### src/rtl/psevdo_ram_arbiter.sv
// Two-requester access controller for the 256x9 pseudo-RAM: independent write and read
// arbitration, same-address read-after-write protection, and tagged read-data return.
module psevdo_ram_arbiter #(
  parameter int ADDR_W = 8,
  parameter int DATA_W = 9,
  parameter bit RR_EN  = 1'b1
) (
  input  logic              CLKS,
  input  logic              RSTB,
  input  logic              REQA,
  input  logic              WEA,
  input  logic [ADDR_W-1:0] ADDRA,
  input  logic [DATA_W-1:0] DINA,
  output logic              ACKA,
  output logic              RVALIDA,
  output logic [DATA_W-1:0] RDATAA,
  input  logic              REQB,
  input  logic              WEB,
  input  logic [ADDR_W-1:0] ADDRB,
  input  logic [DATA_W-1:0] DINB,
  output logic              ACKB,
  output logic              RVALIDB,
  output logic [DATA_W-1:0] RDATAB,
  output logic [ADDR_W-1:0] RADDR,
  output logic              RDB,
  output logic [ADDR_W-1:0] WADDR,
  output logic [DATA_W-1:0] DIn,
  output logic              WRB,
  input  logic [DATA_W-1:0] DO1
);

  // Pointers name the requester that currently holds priority: 0 = A, 1 = B.
  logic wptr_reg, wptr_next;
  logic rptr_reg, rptr_next;
  logic rd_tag_reg;
  logic rvalid_a_reg, rvalid_b_reg;

  logic wcand_a, wcand_b, rcand_a, rcand_b;
  logic wgnt_a, wgnt_b, rgnt_a, rgnt_b;
  logic w_any, r_any, r_sel_b, hazard;
  logic w_pri_b, r_pri_b;
  logic [ADDR_W-1:0] w_addr_c, r_addr_c;
  logic [DATA_W-1:0] w_data_c;

  always_comb begin
    wcand_a = RSTB & REQA & WEA;
    wcand_b = RSTB & REQB & WEB;
    rcand_a = RSTB & REQA & ~WEA;
    rcand_b = RSTB & REQB & ~WEB;

    w_pri_b = RR_EN ? wptr_reg : 1'b0;
    r_pri_b = RR_EN ? rptr_reg : 1'b0;

    wgnt_b   = wcand_b & (~wcand_a | w_pri_b);
    wgnt_a   = wcand_a & ~wgnt_b;
    w_any    = wgnt_a | wgnt_b;
    w_addr_c = wgnt_b ? ADDRB : ADDRA;
    w_data_c = wgnt_b ? DINB : DINA;

    r_sel_b  = rcand_b & (~rcand_a | r_pri_b);
    r_any    = rcand_a | rcand_b;
    r_addr_c = r_sel_b ? ADDRB : ADDRA;

    // A read hitting the address being written this cycle waits one cycle so it sees the new data.
    hazard = r_any & w_any & (r_addr_c == w_addr_c);
    rgnt_b = r_sel_b & ~hazard;
    rgnt_a = rcand_a & ~r_sel_b & ~hazard;

    ACKA = wgnt_a | rgnt_a;
    ACKB = wgnt_b | rgnt_b;

    wptr_next = (RR_EN && w_any) ? wgnt_a : wptr_reg;
    rptr_next = (RR_EN && (rgnt_a | rgnt_b)) ? rgnt_a : rptr_reg;
  end

  always_ff @(posedge CLKS or negedge RSTB) begin
    if (!RSTB) begin
      wptr_reg     <= 1'b0;
      rptr_reg     <= 1'b0;
      WRB          <= 1'b1;
      WADDR        <= '0;
      DIn          <= '0;
      RDB          <= 1'b1;
      RADDR        <= '0;
      rd_tag_reg   <= 1'b0;
      rvalid_a_reg <= 1'b0;
      rvalid_b_reg <= 1'b0;
    end else begin
      wptr_reg <= wptr_next;
      rptr_reg <= rptr_next;
      WRB      <= ~w_any;
      if (w_any) begin
        WADDR <= w_addr_c;
        DIn   <= w_data_c;
      end
      RDB <= ~(rgnt_a | rgnt_b);
      if (rgnt_a | rgnt_b) begin
        RADDR      <= r_addr_c;
        rd_tag_reg <= rgnt_b;
      end
      // RAM samples RADDR on the edge after issue; data is on DO1 in the following cycle.
      rvalid_a_reg <= ~RDB & ~rd_tag_reg;
      rvalid_b_reg <= ~RDB & rd_tag_reg;
    end
  end

  assign RVALIDA = rvalid_a_reg;
  assign RVALIDB = rvalid_b_reg;
  assign RDATAA  = DO1;
  assign RDATAB  = DO1;

endmodule

### config.mk
export PLATFORM = sky130hd
export DESIGN_NAME = psevdo_ram_arbiter
export DESIGN_NICKNAME = d
export VERILOG_FILES = /design/src/rtl/psevdo_ram_arbiter.sv
export SDC_FILE = /design/constraint.sdc
export NUM_CORES = 1
export LEC_CHECK = 0
export CELL_PAD_IN_SITES_DETAIL_PLACEMENT = 1
export CELL_PAD_IN_SITES_GLOBAL_PLACEMENT = 1
export CORE_ASPECT_RATIO = 1.1
export CORE_MARGIN = 5
export CORE_UTILIZATION = 25
export CTS_CLUSTER_SIZE = 8
export DETAILED_ROUTE_END_ITERATION = 10
export PLACE_DENSITY = 0.75
export SLEW_MARGIN = 20
export SYNTH_ARGS = -nofsm -noshare
export SYNTH_HDL_FRONTEND = slang
export SYNTH_SLANG_ARGS = --single-unit
### constraint.sdc
create_clock -name CLKS -period 1.44 [get_ports CLKS]
set_input_delay 0.216 -clock CLKS [delete_from_list [all_inputs] [get_ports CLKS]]
set_output_delay 0.216 -clock CLKS [all_outputs]
set_load 0.02 [all_outputs]
==> metrics.md <==
| Metric | Value |
|---|---|
| Status | `finished with violations` |
| Failing checks | `negative setup slack` |
| I/O Pins | `98` |
| Core area | `slightly below 0.007 mm^2` |
| RSZ-0062 raised after global routing | `true` |
| Mapped Nets | `214` |
| Worst setup SP type | `input port` |
| Worst-path maximum fanout | `2` |
| Htree depth | `2` |
| Critical path's slowest cell | `or3_4` |
| Max incr delay on CP | `0.41 ns` |
| Pre-antenna DRT Iters | `4` |
| Final Hold Fails | `0` |
| Post-synthesis cell count | `165` |
| Seq pwr share | `41.4%` |
| N_diodes | `0` |
| Critical path class | `input port to output pin` |
| Pin count of the biggest net entering global routing | `24` |
| Vias in the first global route | `between 1500 and 2000` |
| Drt total wl | `5.465 mm` |
| Final ANT Viol Nets | `0` |
| Peak supply drop | `0.0005107 V` |
| Comb pwr share | `34.0%` |
| #FFs+latches synth | `32` |
| # setup viols final | `10` |
| Overflow after GRT | `0` |
| Tcrit/Tclk final | `110.1%` |
| CP Data Required Time | `1.22 ns` |
| Die Area | `0.008839 mm^2` |
| Leak | `0.001378 uW` |
| Max-cap viol count | `0` |
| CTS Buffer Depth | `2` |
| Synth cell types | `31` |
| Nets | `305` |
| Crit-path cells | `buf_6 > xnor2_2 > nand4_1 > or3_4 > a21o_1 > buf_6` |
| Cts hold-fix bufs | `0` |
| Routed len/inst | `15.98 um` |
| Fin util | `between 40 and 50%` |
| Drt via density | `4.471` |
| Final Max Tran Viols | `0` |
| Post-synthesis cell area | `0.001764 mm^2` |
| Hold crit path type | `input port to asynchronous set/reset pin` |
| Total CTS buffers | `5` |
| Minimum clock period | `between 1.5 and 2 ns` |
| Layout overhead on the synthesized area | `60.43%` |
| Main synth FF type | `dfrtp_1` |
| Syn. warnings | `0` |
| Global placement routability congestion | `0.7761` |
| Routed vias | `about 1500` |
| Most used cell along the critical path | `buf_6` |
| DIE HEIGHT | `98.11 um` |
| Top delay family on crit path | `simple AND/OR/NAND/NOR gates` |
| Syn avg cell area | `approximately 11 um^2` |
| DR DRC count | `0` |
| Final WS setup | `-0.1449 ns` |
| # rows | `32` |
| Pwr dens | `971.8 mW/mm^2` |
| Clock Latency Late Sink | `roughly 0.28 ns` |
| Share of cells above drive strength 1 | `39.69%` |
| Slew headroom | `79.56%` |
| Clk root buf | `clkbuf_8` |
| Number of synthesized flops with an enable pin | `0` |
| Max reg flops | `9` |
| Dpl hpwl | `4.035 mm` |
| Clock sink total | `32` |
| Dpl ws | `-0.9833 ns` |
| CTS tree | `yes` |
| Die width | `roughly 90 um` |
| Measured slew at the worst slew-check pin | `0.3067 ns` |
| Regs by FF count | `DIn: 9 flops, RADDR: 8 flops, WADDR: 8 flops` |
| Sequential fraction of the synthesis area | `45.53%` |
| Asr flop ratio synth | `100.0%` |
| Power Internal | `1858 uW` |
| Initial antenna violation count | `0` |
| IO buf count | `70` |
| First-pass GRT wire length | `8.832 mm` |
| GRT Util Overall | `about an eighth` |
| Biggest register | `DIn` |
| Fillers | `approximately 790` |
| Clock power share | `24.6%` |
| NetSw | `about 890 uW` |
| Setup TNS | `-0.8144 ns` |
| Sw Ratio | `between 30% and 40%` |
| Detailed Route Iter0 Violations | `42` |
| Clock-pin slew of the registers on the worst-case setup and hold paths | `0.07 ns` |
| CP Capture Type | `output pin` |
| Arrival @ worst endpoint | `1.37 ns` |
| Initial Util | `approximately 25%` |
| Clk_skew | `0.009596 ns` |
| Worst Path Buf+Inv | `2` |
| Highest Clock Rate | `630.9 MHz` |
[metal layers]
| layer | global-route usage [%] | wire length [um] | vias to the layer above |
|---|---|---|---|
| met1 | 14.20 | 2251 | 751 |
| met5 | 0 | 0 | - |
| met4 | 3.551 | 43 | 0 |
| met2 | 22.80 | 2962 | 33 |
| li1 | - | - | 739 |
| met3 | 3.236 | 207 | 6 |
[synthesized netlist by cell type (3+ instances only)]
library cell	instances	share of area [%]
a21o_1	3	1.3
a22oi_1	10	4.3
buf_4	18	7.7
clkbuf_1	5	1.1
dfrtp_1	30	43
inv_1	3	0.64
mux2_2	7	4.5
mux2_4	8	6.8
mux2i_1	8	4.5
nand2_1	30	6.4
o21ai_0	8	2.3
xnor2_1	8	4.0
[path summary, 6_finish.rpt]
kind,start,to,slack (ns),cells after the start
worst max-delay path,ADDRB[6],ACKB,-0.14,6
worst min-delay path,RSTB,WADDR[4],0.03,2
worst max register to register,r_pri_b,RADDR[6],-0.09,4
worst min register to register,rd_tag_reg,RVALIDA,0.45,1
max in group asynchronous,RSTB,RDB,1.13,2
min in group CLKS,ADDRA[2],WADDR[2],0.30,3
[worst register-to-register path: stages, from the launching register on]
cell	delay (ns)
dfrtp_1	0.42
o2111a_2	0.30
buf_6	0.15
mux2_4	0.30
mux2_4	0.25
[through the flow]
stage,cell area [um^2],std cells,hold slack (ns),total power [uW]
after floorplan,1775,165,-0.07959,1653
after global placement,2688,330,0.3105,2149
after detailed placement,2688,330,0.3115,2170
after CTS,2759,342,0.01295,2772
after global routing,2830,342,0.03699,2911
final,2830,342,0.02811,2750
[cell usage in the layout, fill, tap and decap left out, types with 3 or more instances in the layout]
cell,n
buf_2,13
inv_1,3
dlygate4sd2_1,29
xnor2_2,5
mux2_4,14
clkdlybuf4s50_1,18
dfrtp_1,30
o21ai_0,8
buf_6,9
nand2_1,30
mux2i_1,8
xnor2_1,3
a22oi_1,9
buf_4,37
a21o_1,3
clkbuf_8,5
[power by group through the flow]
stage	registers, uW	clock network [uW]	logic, uW
after floorplan	1310	0	344
after global placement	1150	0	999
after detailed placement	1150	0	1020
after CTS	1140	701	933
after global routing	1160	743	1010
final	1140	675	936
[repair_timing]
action | in CTS | in global routing
buffers inserted | 3 | 1
gates cloned | 1 | 0
pin swaps | 18 | 5
setup endpoints to repair | 59 | 22
resized for setup | 130 | 15
[logic make-up (layout without fill, tap and decap cells)]
group / Yosys count / count (layout) / synth area share [%]
DFF: 32 / 32 / 45.53
and+or+nand+nor: 39 / 39 / 9.646
muxes: 24 / 24 / 16.45
AOI/OAI and AO/OA: 32 / 32 / 12.98
xor gates and xnor gates: 9 / 9 / 4.468
buffers and inverters: 29 / 121 / 10.92
[area by class of cell]
class	instances	area [um^2]	area share, %
Timing Repair Buffer	110	940.9	33.24
Multi-Input combinational cell	104	880.8	31.12
Inverter	3	11.26	0.3979
Clock inverter	3	18.77	0.6631
Sequential cell	32	803.3	28.38
Clock buffer	5	68.82	2.431
Tap cell	85	106.4	3.758
No activity file was read; power rests on OpenSTA's default activity.
